$ cat src/rtl/quantizer_stream.sv
// ============================================================================
// quantizer_stream
// ----------------------------------------------------------------------------
// Streaming MSB quantizer. Each accepted unsigned sample Y keeps its top k
// bits (k derived from cfg_bits) and has the rest zeroed, either by plain
// truncation or by round-half-up with saturation at the all-kept-ones code.
// Two-stage valid/ready pipeline feeding reconstruction / error-analysis
// logic. Absolute quantisation error and sample count are accumulated over
// output transfers for bit-depth sweeps.
//
// Ports
//   clk, reset    single rising-edge clock, synchronous active-high reset
//   in_valid      input sample valid
//   in_ready      input accept (transfer on in_valid && in_ready)
//   in_data       input sample Y [DATA_W]
//   cfg_bits      number of kept MSBs, captured with each accepted sample
//   cfg_round     0 = truncate, 1 = round-half-up, captured per sample
//   out_valid     output valid
//   out_ready     downstream accept (transfer on out_valid && out_ready)
//   out_data      quantised sample Y_hat [DATA_W]
//   stats_clear   synchronous clear of err_sum / sample_cnt (wins over update)
//   err_sum       saturating sum of |Y - Y_hat| over output transfers [ERR_W]
//   sample_cnt    saturating count of output transfers [CNT_W]
// ============================================================================
module quantizer_stream #(
   parameter int DATA_W = 32,
   parameter int BITS_W = 6,
   parameter int CNT_W  = 16,
   parameter int ERR_W  = 48
) (
   input  logic              clk,
   input  logic              reset,
   input  logic              in_valid,
   output logic              in_ready,
   input  logic [DATA_W-1:0] in_data,
   input  logic [BITS_W-1:0] cfg_bits,
   input  logic              cfg_round,
   output logic              out_valid,
   input  logic              out_ready,
   output logic [DATA_W-1:0] out_data,
   input  logic              stats_clear,
   output logic [ERR_W-1:0]  err_sum,
   output logic [CNT_W-1:0]  sample_cnt
);

   localparam int STAGES = 2;

   typedef logic [DATA_W-1:0] word_t;

   // S1 payload: raw sample plus its per-sample quantiser setup, so a later
   // cfg change never touches samples already inside the pipe.
   typedef struct packed {
      word_t y;
      word_t mask;
      word_t inc;
   } s1_t;

   // S2 payload: what leaves the block and what feeds the statistics.
   typedef struct packed {
      word_t yhat;
      word_t err;
   } s2_t;

   // vld_pipe[1] = S1 valid, vld_pipe[STAGES] = out_valid
   logic [STAGES:1] vld_pipe;
   s1_t             s1_q, s1_nxt;
   s2_t             s2_q, s2_nxt;
   logic            adv;

   // -------------------------------------------------------------------------
   // Input side: effective bit count, keep-mask and rounding increment
   // -------------------------------------------------------------------------
   logic [BITS_W-1:0] k;
   word_t             ones;

   assign ones = '1;

   // k is clamped to 1..DATA_W; zero kept bits is treated as one.
   always_comb begin
      if (cfg_bits == '0)
         k = BITS_W'(1);
      else if (int'(cfg_bits) >= DATA_W)
         k = BITS_W'(DATA_W);
      else
         k = cfg_bits;
   end

   always_comb begin
      s1_nxt      = '0;
      s1_nxt.y    = in_data;
      // k == DATA_W shifts everything out, giving an all-ones (pass) mask.
      s1_nxt.mask = ~(ones >> k);
      // Half an LSB of the kept field; no rounding when nothing is dropped.
      if (cfg_round && (int'(k) < DATA_W))
         s1_nxt.inc = word_t'(1) << (DATA_W - 1 - int'(k));
      else
         s1_nxt.inc = '0;
   end

   // -------------------------------------------------------------------------
   // S1 -> S2 datapath: round, saturate, mask, absolute error
   // -------------------------------------------------------------------------
   logic [DATA_W:0] rsum;

   always_comb begin
      s2_nxt = '0;
      rsum   = {1'b0, s1_q.y} + {1'b0, s1_q.inc};
      // Carry out of the rounded sum means Y was already in the top code:
      // clamp to all kept bits set rather than wrapping to zero.
      if (rsum[DATA_W])
         s2_nxt.yhat = s1_q.mask;
      else
         s2_nxt.yhat = rsum[DATA_W-1:0] & s1_q.mask;
      if (s2_nxt.yhat >= s1_q.y)
         s2_nxt.err = s2_nxt.yhat - s1_q.y;
      else
         s2_nxt.err = s1_q.y - s2_nxt.yhat;
   end

   // -------------------------------------------------------------------------
   // Pipeline control: the whole pipe moves together whenever the output
   // register is free or being drained this cycle.
   // -------------------------------------------------------------------------
   assign adv      = !vld_pipe[STAGES] || out_ready;
   assign in_ready = adv;

   always_ff @(posedge clk) begin
      if (reset) begin
         vld_pipe <= '0;
         s1_q     <= '0;
         s2_q     <= '0;
      end else if (adv) begin
         vld_pipe <= {vld_pipe[STAGES-1:1], in_valid};
         // Payload registers only load with real data, which keeps out_data
         // at its last delivered value through bubbles.
         if (in_valid)
            s1_q <= s1_nxt;
         if (vld_pipe[1])
            s2_q <= s2_nxt;
      end
   end

   assign out_valid = vld_pipe[STAGES];
   assign out_data  = s2_q.yhat;

   // -------------------------------------------------------------------------
   // Statistics over output transfers
   // -------------------------------------------------------------------------
   logic           xfer;
   logic [ERR_W:0] err_ext;

   assign xfer    = out_valid && out_ready;
   assign err_ext = {1'b0, err_sum} + (ERR_W+1)'(s2_q.err);

   always_ff @(posedge clk) begin
      if (reset || stats_clear) begin
         err_sum    <= '0;
         sample_cnt <= '0;
      end else if (xfer) begin
         err_sum <= err_ext[ERR_W] ? '1 : err_ext[ERR_W-1:0];
         if (sample_cnt != '1)
            sample_cnt <= sample_cnt + CNT_W'(1);
      end
   end

endmodule

$ cat config.mk
export PLATFORM = sky130hd
export DESIGN_NAME = quantizer_stream
export DESIGN_NICKNAME = d
export VERILOG_FILES = /design/src/rtl/quantizer_stream.sv
export SDC_FILE = /design/constraint.sdc
export NUM_CORES = 1
export LEC_CHECK = 0
export CORE_UTILIZATION = 50
export DETAILED_ROUTE_END_ITERATION = 10
export GPL_ROUTABILITY_DRIVEN = 0
export PLACE_DENSITY_LB_ADDON = 0.25
export SLEW_MARGIN = 15
export SYNTH_ARGS = -nofsm -noshare
export SYNTH_HDL_FRONTEND = slang
export SYNTH_SLANG_ARGS = --single-unit
$ cat constraint.sdc
create_clock -name clk -period 6.53 [get_ports clk]
set_input_delay 0.9795 -clock clk [delete_from_list [all_inputs] [get_ports clk]]
set_output_delay 0.9795 -clock clk [all_outputs]
set_load 0.01 [all_outputs]
# == Word-level counts from Yosys, hierarchy flattened ==
# Cells that the tools add are included.
# classes
n_addsub,6
n_lt_le_gt_ge,3
n_eq_ne,1
shifts,2
n_mux,6
n_bitwise,2
reduce_logical,9
# ops
operator,count
32-bit 2-to-1 mux,3
32-bit subtractor,2
48-bit by 32-bit adder with 49-bit output,1
48-bit 2-to-1 mux,1
32-bit by 32-bit adder with 33-bit output,1
32-bit AND,1
32-bit greater-or-equal comparator,1
32-bit inverter,1
1-bit by 32-bit << shifter with 32-bit output (first input constant),1
32-bit by 6-bit >> shifter with 32-bit output (first input constant),1
16-bit by 1-bit adder with 16-bit output (second input constant),1
16-bit != test (second input constant),1
6-bit 2-to-1 mux,2
5-bit by 6-bit subtractor with 7-bit output (first input constant),1
6-bit greater-or-equal comparator (second input constant),1
6-bit logical NOT,1
6-bit less-than comparator (second input constant),1
2-bit AND reduction,3
1-bit logical AND,2
1-bit logical OR,2
1-bit logical NOT,1
# totals
register_bits,226
inputBits,44
out_inout_bits,98
elab_cells,37

# == Longest topological paths before layout ==
# Gate-level depths: netlist (run 1).
# depth
depth_word,6
depth_mapped,25
depth_no_buf,24

# == Worst setup path after synthesis (run 1) ==
# OpenSTA, ideal clock, no wires.
# synth_timing
path_type,register -> register
start,register s1_q[64] in the netlist's numbering
end,register s2_q[23] in the netlist's numbering
setup_time_ns,0.086
arrival_time_ns,5.040
required_ns,6.444
setup_slack_ns,1.404
stages_incl_launch_ff,25
n_path_buf,2
synth_period_minus_slack_ns,5.126
cell_sequence,dfxtp_1 ha_1 fa_1 a21o_1 a21oi_1 nand2b_4 a22oi_4 a21oi_1 or4_1 a31oi_4 buf_2 o21ai_1 inv_1 fa_1 a21o_1 a221oi_2 a311o_2 nand4_2 a21oi_4 inv_2 buf_4 nor4_1 a41oi_2 xnor2_1 a211oi_1
# synth_rtl
item,line_no,text
"start, declared",66,"s1_t s1_q, s1_nxt;"
"start signal, assigned",137,s1_q <= s1_nxt;
"end signal, assigned",139,s2_q <= s2_nxt;
"end, declared",67,"s2_t s2_q, s2_nxt;"

==> results of run 1 <==
-- power breakdown --
part / switching [mW] / total, mW / internal, mW / leakage, nW
registers: 0.0451 / 1.48 / 1.43 / 1.84
logic: 0.486 / 0.807 / 0.321 / 5.21
clock network: 0.587 / 1.53 / 0.941 / 0.451
total: 1.12 / 3.81 / 2.69 / 7.50
-- registers in the layout, indices dropped and copies added (netlist names) --
| name | cells |
|---|---|
| s2_q | 32 |
| vld_pipe | 2 |
| s1_q | 96 |
| err_sum | 48 |
| sample_cnt | 16 |
| out_data | 32 |
-- placed cells by master (no fill, tap or decap), types with 6 or more instances in the layout --
| cell type | count |
|---|---|
| o21bai_1 | 18 |
| xor2_1 | 43 |
| a21o_1 | 67 |
| ha_1 | 128 |
| or3_1 | 7 |
| nor2_1 | 169 |
| o21ai_1 | 9 |
| a41oi_1 | 6 |
| o21a_1 | 26 |
| clkbuf_8 | 6 |
| o31ai_1 | 10 |
| and3_1 | 19 |
| and2_1 | 11 |
| inv_1 | 105 |
| nand3_1 | 45 |
| xnor2_1 | 54 |
| nand2_1 | 199 |
| clkbuf_16 | 27 |
| nor2b_1 | 13 |
| and4_1 | 11 |
| nor4_1 | 6 |
| a211oi_1 | 29 |
| clkdlybuf4s50_1 | 140 |
| dfxtp_1 | 226 |
| buf_4 | 29 |
| a21oi_1 | 217 |
| o22ai_1 | 7 |
| a22oi_1 | 32 |
| o21ai_0 | 171 |
| nor3_1 | 31 |
| nand2b_1 | 15 |
| nand4_1 | 27 |
| o211ai_1 | 16 |
| clkinv_2 | 6 |
| mux2i_1 | 15 |
| a31oi_1 | 47 |
-- cell usage after synthesis, drive strengths merged (4+ instances only) --
master     n  share of area, %
o31ai     10              0.48
a21o      67               3.2
and3      19              0.76
o211ai    16              0.77
o221a      4              0.29
a22oi     33               1.7
nand3     45               1.4
nand2    201               4.9
a221oi     4              0.31
a2111oi    4              0.31
nor3      31               1.0
clkbuf    87               2.1
a21boi     5              0.24
xnor2     54               3.0
o21a      26               1.3
fa         4              0.51
or2        6              0.24
o21bai    19              0.92
a21oi    219               7.1
a41oi      7              0.44
nor2b     13              0.52
nor4       6              0.24
o21ai    181               5.8
nand4     29               1.2
and2      15              0.60
a31oi     49               2.2
or3        7              0.28
o22ai      7              0.28
nor3b      4              0.19
nor2     169               4.1
and4      11              0.62
nand2b    16              0.69
dfxtp    226                29
ha       128                10
o2111ai    5              0.28
buf       63               2.7
xor2      43               2.4
mux2i     16               1.1
a211oi    30               1.5
inv      106               2.6
o31a       4              0.23
o221ai     4              0.23
-- worst max path at each step --
| stage | endpoint | slack, ns | cells after the start |
|---|---|---|---|
| detailed placement | s2_q[4]$_SDFFE_PP0P_ | 0.66 | 22 |
| global route | s2_q[4]$_SDFFE_PP0P_ | 0.15 | 23 |
| CTS | s2_q[4]$_SDFFE_PP0P_ | 0.63 | 22 |
| finish | s2_q[4]$_SDFFE_PP0P_ | 0.47 | 22 |
| floorplan | s2_q[23]$_SDFFE_PP0P_ | 1.40 | 24 |
| global placement | s2_q[4]$_SDFFE_PP0P_ | 0.83 | 22 |
-- cell type report --
| type | instances | area (µm²) | area share [%] |
|---|---|---|---|
| repair buffers | 169 | 1620 | 9.07 |
| multi-input cells | 1541 | 9890 | 55.5 |
| flip-flops and latches | 226 | 4520 | 25.4 |
| inverters | 106 | 398 | 2.23 |
| clock buffers | 37 | 773 | 4.33 |
| clock inverters | 11 | 136 | 0.764 |
| well taps | 396 | 495 | 2.78 |
-- through the flow --
| step | hold WS, ns | setup slack [ns] | utilization, % | instance area [µm²] | std cells |
|---|---|---|---|---|---|
| floorplan | 0.428 | 1.40 | - | 15500 | 2023 |
| global placement | 0.442 | 0.834 | 55.4 | 16900 | 2438 |
| detailed placement | 0.446 | 0.664 | 55.4 | 16900 | 2438 |
| CTS | 0.454 | 0.627 | 58.3 | 17800 | 2486 |
| global route | 0.479 | 0.145 | 58.3 | 17800 | 2486 |
| finish | 0.455 | 0.473 | 58.3 | 17800 | 2486 |
-- per-layer routing --
layer  GRT usage, %  up-vias
met5              0        -
met4           7.63        0
met3           3.82      105
met2           44.5      621
met1           37.5     6895
li1               -     7285
-- worst max-delay path, delay by kind of cell (launching register included) --
family	cells	cell delay (ns)
xor gates and xnor gates	1	0.16
and+or+nand+nor	3	0.32
AOI/OAI and AO/OA	13	3.48
DFF	1	0.45
muxes	1	0.32
adders and majority gates	2	0.80
buffers and inverters	2	0.41
-- cells by family after synthesis --
logic type	synth area share, %
xor gates and xnor gates	5.46
AOI/OAI and AO/OA	29.0
muxes	1.18
and+or+nand+nor	17.1
buffers and inverters	7.35
DFF	29.1
adders and majority gates	10.8
==> summary.md, run 1 <==
| Metric | Value |
|---|---|
| Crit path time final | 6.06 ns |
| Total power | 3.81 mW |
| Initial antenna violation count | 0 |
| Nature of the critical path endpoint | flip-flop |
| Diodes inserted | 0 |
| Post-synth EDFFs | 0 |
| Clock Tree Root | clkbuf_16 |
| WP data arrival | 6.51 ns |
| Sequential fraction of the synthesis area | 29.1% |
| Endpoints failing setup | 0 |
| I/O Buffers | 141 |
| Hold Buf Count CTS | 0 |
| Post-CTS Setup Inserts | 0 |
| Met3 routed WL | 3.17 mm |
| Cell count after synthesis | 2023 |
| Status | finished clean |
| Mapped Nets | 2199 |
| Clock skew | 0.0265 ns |
| Max Root-Sink Buffers | 3 |
| Hold Crit Endpoint | out_data[25]$_SDFFE_PP0P_ |
| Clk_lat worst skew | 0.55 ns |
| Via count | 14900 |
| Crit Reg-Reg Endpoint | s2_q[4]$_SDFFE_PP0P_ |
| Vias in the first global route | 13800 |
| Clock sinks | 226 |
| Static Leak | 7.50 nW |
| Initial core utilization | 50.8% |
| Crit path from | s1_q[85]$_SDFFE_PP0P_ |
| Post-layout nets | 2247 |
| Number of synthesized register bits | 226 |
| Area Growth Syn to Fin | 14.7% |
| Detailed Route Iter0 Violations | 1860 |
| Clock Pin Slew Worst Setup and Hold Paths | 0.06 ns |
| Tcrit/Tclk final | 92.8% |
| Final WL | 44.0 mm |
| Critical Path RT | 6.98 ns |
| TritonRoute pass-1 iters | 6 |
| Fmax | 165 MHz |
| Syn_area_per_cell | 7.69 µm² |
| Final Max Slew Viols | 0 |
| Met1 WL | 19.6 mm |
| Cell area after synthesis | 15500 µm² |
| # resized after CTS | 0 |
| Die Width | 178 µm |
| Wire length on met2 | 20.0 mm |
| Worst slew pin tran | 1.01 ns |
| Share of post-route cells with drive strength above 1 | 5.45% |
| Top Metal Used | met4 |
| PwrDens | 214 nW/µm² |
| Routed WL per cell | 17.7 µm |
| Fillers | 2865 |
| Global router's overall resource usage | 27.3% |
| Final setup TNS | 0 ns |
| Yosys Warn Count | 0 |
| FFs w/ async S/R, synth | 0% |
| CTS tree | built |
| Critical Path Max Stage Delay | 0.51 ns |
| Drc violations | 0 |
| VDD IR max | 0.199 mV |
| Count of antenna-violating nets left after detailed routing | 0 |
| Total grt overflow | 0 |
| Register-to-Register Path Depth | 22 |
| CORE AREA | 30600 µm² |
| WS Path Type | flip-flop to flip-flop |
| Final-report hold violation count | 0 |
| Hold Path Stages | 2 |
| Row cnt | 64 |
| Inserted Clock Buffers | 27 |
| DIE HEIGHT | 178 µm |
| Largest net degree at the start of global routing | 73 |
| Worst r2r src | s1_q[85]$_SDFFE_PP0P_ |
| H-tree Lvls | 1 |
| Worst reg-to-reg setup slack | 0.47 ns |
| Number of max-cap violations | 0 |
| CP max-delay cell | o21ai_0 |
| Crit-path max FO | 17 |
| Die area | 31800 µm² |
| Most used DFF post-synth | dfxtp_1 |
| Worst Hold Class | flip-flop to flip-flop |
| Critical Path, Cell by Cell | ha_1, a21oi_1, o21ai_0, a221oi_1, nor2b_1, o21a_1, o21ai_1, a31oi_4, o21ai_0, inv_1, ha_1, a21o_1, a221oi_2, a311o_2, nand4_2, a21oi_4, buf_4, mux2i_1, o221ai_1, xor2_1, nand2_1, a21oi_1 |
| Unrepaired setup endpoints after global routing | false |
| Count of unique library cells instantiated by Yosys | 83 |
| HP Start | out_data[25]$_SDFFE_PP0P_ |
| DPL Wire Length | 33.2 mm |
| Ports | 142 |
| Worst slew margin | 32.4% |
| DR vias/cell | 6.00 |
| Worst setup SP type | flip-flop |
| First-pass GRT wire length | 70.6 mm |
Note: power is estimated with default switching activity, not from simulation.
==> run 2, diff against run 1 <==
--- a/config.mk
+++ b/config.mk
@@ -5,10 +5,11 @@
 export SDC_FILE = /design/constraint.sdc
 export NUM_CORES = 1
 export LEC_CHECK = 0
-export CORE_UTILIZATION = 50
+export CORE_UTILIZATION = 59
 export DETAILED_ROUTE_END_ITERATION = 10
 export GPL_ROUTABILITY_DRIVEN = 0
 export PLACE_DENSITY_LB_ADDON = 0.25
+export SETUP_SLACK_MARGIN = 0.05
 export SLEW_MARGIN = 15
 export SYNTH_ARGS = -nofsm -noshare
 export SYNTH_HDL_FRONTEND = slang
==> run 2 against run 1 <==
Design area fell by 0.36%. Maximum frequency fell by 1.7%. Routed wire length fell by 1.9%. Non-clock buffer count fell by 4. Critical path depth rose by 1. Clock skew fell by 0.012 ns. Setup slack got worse by 0.11 ns. Register-to-register slack got worse by 0.11 ns. Core utilization rose by 10 points. Global-route usage rose by 4.6 points. Largest power group unchanged. Highest routed layer unchanged.
==> summary.md, run 2 (same netlist as run 1, synthesis figures left out) <==
| Metric | Value |
|---|---|
| Initial antenna violation count | 1 (was 0) |
| I/O Buffers | 141 (unchanged) |
| Final setup TNS | 0 ns (unchanged) |
| Via count | 15200 (was 14900) |
| Vias in the first global route | 14000 (was 13800) |
| Area Growth Syn to Fin | 14.3% (was 14.7%) |
| Number of max-cap violations | 0 (unchanged) |
| Most common cell after layout, fill and taps aside | dfxtp_1 (unchanged) |
| Share of post-route cells with drive strength above 1 | 5.23% (was 5.45%) |
| Worst setup SP type | flip-flop (unchanged) |
| Initial core utilization | 59.8% (was 50.8%) |
| Fillers | 2159 (was 2865) |
| VDD IR max | 0.232 mV (was 0.199 mV) |
| DIE HEIGHT | 164 µm (was 178 µm) |
| CTS tree | built (unchanged) |
| Inserted Clock Buffers | 26 (was 27) |
| H-tree Lvls | 1 (unchanged) |
| Reg with most FFs | s1_q (unchanged) |
| Core Util, Final | 68.4% (was 58.3%) |
| Total grt overflow | 0 (unchanged) |
| TritonRoute pass-1 iters | 8 (was 6) |
| Max reg flops | 96 (unchanged) |
| DPL Wire Length | 32.4 mm (was 33.2 mm) |
| Max Root-Sink Buffers | 3 (unchanged) |
| Die area | 27000 µm² (was 31800 µm²) |
| Clock skew | 0.0146 ns (was 0.0265 ns) |
| Ports | 142 (unchanged) |
| Final-report hold violation count | 0 (unchanged) |
| PwrDens | 219 nW/µm² (was 214 nW/µm²) |
| Row cnt | 59 (was 64) |
| Commonest cells after routing, fill and taps aside | dfxtp_1 (226), a21oi_1 (217), nand2_1 (200) (was dfxtp_1 (226), a21oi_1 (217), nand2_1 (199)) |
| Drc violations | 0 (unchanged) |
| Largest net degree at the start of global routing | 77 (was 73) |
| Final Max Slew Viols | 0 (unchanged) |
| Unrepaired setup endpoints after global routing | false (unchanged) |
| DR vias/cell | 6.28 (was 6.00) |
| Registers with the most flip-flops | s1_q: 96 flops, err_sum: 48 flops (unchanged) |
| Worst Hold Class | flip-flop to flip-flop (unchanged) |
| Multi-input gate area | 9890 µm² (about the same) |
| Placed cell count | 2373 (was 2438) |
| Clock Pin Slew Worst Setup and Hold Paths | 0.06 ns (about the same) |
| FF/Latch Area | 4520 µm² (unchanged) |
| First-pass GRT wire length | 70.1 mm (was 70.6 mm) |
| Worst Slack Setup Final | 0.366 ns (was 0.473 ns) |
| Fin cells | 2422 (was 2486) |
| Worst slew pin tran | 1.13 ns (was 1.01 ns) |
| Tcrit/Tclk final | 94.4% (was 92.8%) |
| Critical Path RT | 6.97 ns (was 6.98 ns) |
| WS Path Type | flip-flop to flip-flop (unchanged) |
| Post-layout nets | 2242 (was 2247) |
| Fmax | 162 MHz (was 165 MHz) |
| Crit path time final | 6.16 ns (was 6.06 ns) |
| WP data arrival | 6.60 ns (was 6.51 ns) |
| Clk_lat worst skew | 0.55 ns (about the same) |
| Clock sinks | 226 (unchanged) |
| Worst slew margin | 24.1% (was 32.4%) |
| Crit-path max FO | 23 (was 17) |
| # resized after CTS | 0 (unchanged) |
| Routed WL per cell | 17.8 µm (was 17.7 µm) |
| Final WL | 43.2 mm (was 44.0 mm) |
| Static Leak | 7.50 nW (about the same) |
| Final Cell Area | 17800 µm² (about the same) |
| Post-CTS Setup Inserts | 0 (unchanged) |
| Dpl cell area | 16800 µm² (was 16900 µm²) |
| Nature of the critical path endpoint | flip-flop (unchanged) |
| Endpoints failing setup | 0 (unchanged) |
| Global router's overall resource usage | 31.9% (was 27.3%) |
| CORE AREA | 26000 µm² (was 30600 µm²) |
| Status | finished clean (unchanged) |
| Setup WS pre-CTS | 0.549 ns (was 0.664 ns) |
| Die Width | 164 µm (was 178 µm) |
| Clock Tree Root | clkbuf_16 (unchanged) |
| Detailed Route Iter0 Violations | 1642 (was 1860) |
| Count of antenna-violating nets left after detailed routing | 0 (unchanged) |
| Hold Buf Count CTS | 0 (unchanged) |
## run 2: cell count changes in the layout (fill, tap and decap cells not counted), sizes merged
| cell | before | now |
|---|---|---|
| clkinv | 6 | 5 |
| bufinv | 3 | 5 |
| buf | 29 | 25 |
| diode | 0 | 1 |
| clkbuf | 37 | 36 |
## run 2: report_power, final
group	internal, mW	switching, mW
logic	0.320	0.484
clock network	1.01	0.596
registers	1.43	0.0516
total	2.76	1.13
## run 2: through the flow
step / hold slack, ns / total power [mW]
after global routing: 0.474 / 4.04
after detailed placement: 0.448 / 2.29
final: 0.454 / 3.89
after floorplan: 0.428 / 2.09
after CTS: 0.456 / 3.88
after global placement: 0.445 / 2.27
## run 2: area by class of cell
class | count | share of cell area (%)
Tap cell | 335 | 2.36
Sequential cell | 226 | 25.5
Timing Repair Buffer | 165 | 8.94
Clock inverter | 12 | 1.08
Antenna cell | 1 | 0.0141
Clock buffer | 36 | 4.27
Inverter | 106 | 2.24
Multi-Input combinational cell | 1541 | 55.6
## run 2: worst paths after layout
check                                                from                   endpoint  slack, ns  depth (start not counted)
worst max register to register      s1_q[89]$_SDFFE_PP0P_      s2_q[25]$_SDFFE_PP0P_       0.37                         23
worst min-delay path            out_data[28]$_SDFFE_PP0P_  out_data[28]$_SDFFE_PP0P_       0.45                          2
worst min register to register  out_data[28]$_SDFFE_PP0P_  out_data[28]$_SDFFE_PP0P_       0.45                          2
worst max-delay path                s1_q[89]$_SDFFE_PP0P_      s2_q[25]$_SDFFE_PP0P_       0.37                         23
## run 2: layer usage
metal  GRT usage [%]  vias up  share of wire (%)
met3            4.27      106                8.5
li1                -     7313                  -
met5               0        -                  0
met2            53.1      757                 46
met4            10.2        0                3.0
met1            42.5     7031                 43
## run 2: worst max-delay path, cell delays in order (launching register included)
cell      delay [ns]
dfxtp_1         0.45
ha_1            0.35
and3_1          0.24
and2_1          0.18
a221oi_1        0.35
nor2b_1         0.09
o21a_1          0.17
o21ai_1         0.26
a31oi_4         0.31
buf_4           0.26
o21ai_0         0.29
inv_1           0.08
ha_1            0.51
nand4_1         0.23
or4_1           0.46
a311o_2         0.36
nand4_2         0.15
a21oi_4         0.08
buf_4           0.24
a211oi_1        0.25
o21ai_0         0.12
o31a_1          0.13
xnor2_1         0.18
a211oi_1        0.31
==> run 3, diff against run 2 <==
--- a/config.mk
+++ b/config.mk
@@ -5,7 +5,8 @@
 export SDC_FILE = /design/constraint.sdc
 export NUM_CORES = 1
 export LEC_CHECK = 0
-export CORE_UTILIZATION = 59
+export CORE_UTILIZATION = 60
+export CTS_BUF_LIST = sky130_fd_sc_hd__clkbuf_8
 export DETAILED_ROUTE_END_ITERATION = 10
 export GPL_ROUTABILITY_DRIVEN = 0
 export PLACE_DENSITY_LB_ADDON = 0.25
==> run 3 against run 2 <==
First-iteration DRC count is 5.5% higher. Design area is 0.41% lower. Sequential cell count stayed put. Critical path depth is 1 higher. Routed wire length is 1.5% higher. Sequential power hardly changed. Core utilization is 1.5 points higher. Clock power is 14% lower. Combinational power is 0.9% higher. Clock skew is 0.0092 ns higher. Critical endpoint unchanged.
==> summary.md, run 3 (same netlist as run 1, synthesis figures left out) <==
| Metric | Value |
|---|---|
| Endpoints failing setup | 0 (unchanged) |
| Busiest grt layer | met2 (unchanged) |
| I/O Buffers | 141 (unchanged) |
| Clock skew | 0.0238 ns (was 0.0146 ns) |
| Total grt overflow | 0 (unchanged) |
| Die area | 26600 µm² (was 27000 µm²) |
| Detailed Route Iter0 Violations | 1733 (was 1642) |
| Ports | 142 (unchanged) |
| WS Path Type | flip-flop to flip-flop (unchanged) |
| Crit path time final | 6.09 ns (was 6.16 ns) |
| Hold slack | 0.460 ns (was 0.454 ns) |
| PwrDens | 207 nW/µm² (was 219 nW/µm²) |
| Worst Hold Class | flip-flop to flip-flop (unchanged) |
| Reg with most FFs | s1_q (unchanged) |
| Critical Path RT | 6.99 ns (was 6.97 ns) |
| Max Root-Sink Buffers | 3 (unchanged) |
| Area Growth Syn to Fin | 13.8% (was 14.3%) |
| Nature of the critical path endpoint | flip-flop (unchanged) |
| Clk_lat worst skew | 0.56 ns (was 0.55 ns) |
| Critical Path Max Stage Delay | 0.50 ns (was 0.51 ns) |
| Final-report hold violation count | 0 (unchanged) |
| Met3 Use GR | 4.30% (was 4.27%) |
| Initial antenna violation count | 0 (was 1) |
| H-tree Lvls | 2 (was 1) |
| Worst slew margin | 26.0% (was 24.1%) |
| Die Width | 163 µm (was 164 µm) |
| Worst slew pin tran | 1.10 ns (was 1.13 ns) |
| Critical Path, Cell by Cell | ha_1, fa_1, a21o_1, a21oi_1, nand2b_4, a22oi_4, a21oi_1, or4_1, a31oi_4, buf_4, o21ai_0, inv_1, ha_1, nand4_1, or4_1, a311o_2, nand4_2, a21oi_4, buf_12, a211oi_1, o21ai_0, o31a_1, xnor2_1, a211oi_1 (was ha_1, and3_1, and2_1, a221oi_1, nor2b_1, o21a_1, o21ai_1, a31oi_4, buf_4, o21ai_0, inv_1, ha_1, nand4_1, or4_1, a311o_2, nand4_2, a21oi_4, buf_4, a211oi_1, o21ai_0, o31a_1, xnor2_1, a211oi_1) |
| Status | finished clean (unchanged) |
| Tcrit/Tclk final | 93.2% (was 94.4%) |
| VDD IR max | 0.187 mV (was 0.232 mV) |
| M1 GR Usage | 44.2% (was 42.5%) |
| Count of antenna-violating nets left after detailed routing | 0 (unchanged) |
| CORE AREA | 25300 µm² (was 26000 µm²) |
| Final WL | 43.8 mm (was 43.2 mm) |
| CP top delay family | compound AO/OA/AOI/OAI gates (unchanged) |
| Final Max Slew Viols | 0 (unchanged) |
| Worst setup SP type | flip-flop (unchanged) |
| Clock Pin Slew Worst Setup and Hold Paths | 0.06 ns (about the same) |
| Unrepaired setup endpoints after global routing | false (unchanged) |
| Crit Reg-Reg Endpoint | s2_q[25]$_SDFFE_PP0P_ (unchanged) |
| Inserted Clock Buffers | 40 (was 26) |
| # resized after CTS | 0 (unchanged) |
| Hold Buf Count CTS | 0 (unchanged) |
| Via count | 15400 (was 15200) |
| Clock Tree Root | clkbuf_8 (was clkbuf_16) |
| Post-layout nets | 2261 (was 2242) |
| Fmax | 164 MHz (was 162 MHz) |
| Hold Path Stages | 2 (unchanged) |
| Row cnt | 58 (was 59) |
| Worst r2r src | s1_q[64]$_SDFFE_PP0P_ (was s1_q[89]$_SDFFE_PP0P_) |
| Crit-path max FO | 22 (was 23) |
| Initial core utilization | 61.4% (was 59.8%) |
| CP max-delay cell | ha_1 (unchanged) |
| Commonest cells after routing, fill and taps aside | dfxtp_1 (226), a21oi_1 (217), nand2_1 (200) (unchanged) |
| Final setup TNS | 0 ns (unchanged) |
| Worst reg-to-reg setup slack | 0.44 ns (was 0.37 ns) |
| Worst path bufs/invs | 3 (unchanged) |
| Registers with the most flip-flops | s1_q: 96 flops, err_sum: 48 flops (unchanged) |
| Routed WL per cell | 18.0 µm (was 17.8 µm) |
| Global router's overall resource usage | 32.4% (was 31.9%) |
| DR vias/cell | 6.29 (was 6.28) |
| Register-to-Register Path Depth | 24 (was 23) |
| Number of max-cap violations | 0 (unchanged) |
| Hold Crit Endpoint | s2_q[28]$_SDFFE_PP0P_ (was out_data[28]$_SDFFE_PP0P_) |
| HP Start | s2_q[28]$_SDFFE_PP0P_ (was out_data[28]$_SDFFE_PP0P_) |
| TritonRoute pass-1 iters | 8 (unchanged) |
| Vias in the first global route | 13800 (was 14000) |
| Most common cell after layout, fill and taps aside | dfxtp_1 (unchanged) |
| Largest net degree at the start of global routing | 77 (unchanged) |
| Share of post-route cells with drive strength above 1 | 6.02% (was 5.23%) |
| Drc violations | 0 (unchanged) |
| Diodes inserted | 0 (was 1) |
| Static Leak | 7.52 nW (was 7.50 nW) |
| DPL Wire Length | 32.6 mm (was 32.4 mm) |
| WP data arrival | 6.55 ns (was 6.60 ns) |
| DIE HEIGHT | 163 µm (was 164 µm) |
| Clock sinks | 226 (unchanged) |
| First-pass GRT wire length | 69.6 mm (was 70.1 mm) |
| Max reg flops | 96 (unchanged) |
| Met2 Usage GRT | 51.8% (was 53.1%) |
| CTS tree | built (unchanged) |
-- run 3: routing by layer --
metal | vias to the layer above | share of wire (%)
li1 | 7317 | -
met1 | 7107 | 43
met2 | 796 | 45
met3 | 138 | 8.5
met4 | 0 | 3.4
met5 | - | 0
-- run 3: worst max path at each step --
stage / from / endpoint / slack, ns / cells past startpoint
final: s1_q[64]$_SDFFE_PP0P_ / s2_q[25]$_SDFFE_PP0P_ / 0.44 / 24
after global placement: s1_q[64]$_SDFFE_PP0P_ / s2_q[25]$_SDFFE_PP0P_ / 0.86 / 23
after CTS: s1_q[64]$_SDFFE_PP0P_ / s2_q[25]$_SDFFE_PP0P_ / 0.59 / 24
after global routing: s1_q[64]$_SDFFE_PP0P_ / s2_q[4]$_SDFFE_PP0P_ / 0.05 / 25
after floorplan: s1_q[64]$_SDFFE_PP0P_ / s2_q[23]$_SDFFE_PP0P_ / 1.40 / 24
after detailed placement: s1_q[64]$_SDFFE_PP0P_ / s2_q[4]$_SDFFE_PP0P_ / 0.60 / 23
-- run 3: final cells by class --
cell class	instances	area (µm²)
timing repair buffer	170	1650
clock buffer	51	702
sequential	226	4520
tap	330	413
multi-input combinational	1541	9890
inverter	106	398
clock inverter	16	123
fill	2109	7620
-- run 3: timing repair --
action / CTS / global route
setup endpoints to repair: 0 / 2
endpoints found under the hold margin: 0 / 0
buffers inserted: 0 / 5
-- run 3: where the power goes --
group | switching (mW) | internal [mW] | leakage [nW]
Sequential | 0.0509 | 1.43 | 1.84
Combinational | 0.487 | 0.324 | 5.23
Clock | 0.594 | 0.775 | 0.456
-- run 3: stage by stage --
| step | power [mW] | area (µm²) | util [%] | std cells | setup slack, ns |
|---|---|---|---|---|---|
| after floorplan | 2.09 | 15500 | - | 2023 | 1.40 |
| after global placement | 2.28 | 16800 | 66.5 | 2368 | 0.857 |
| after detailed placement | 2.29 | 16800 | 66.5 | 2368 | 0.604 |
| after CTS | 3.65 | 17700 | 69.8 | 2435 | 0.586 |
| after global routing | 3.82 | 17700 | 69.9 | 2440 | 0.0481 |
| final | 3.66 | 17700 | 69.9 | 2440 | 0.443 |
-- run 3: worst min-delay path: stages (launching register included) --
cell	delay, ns
dfxtp_1	0.31
nand2_1	0.05
a21oi_1	0.05
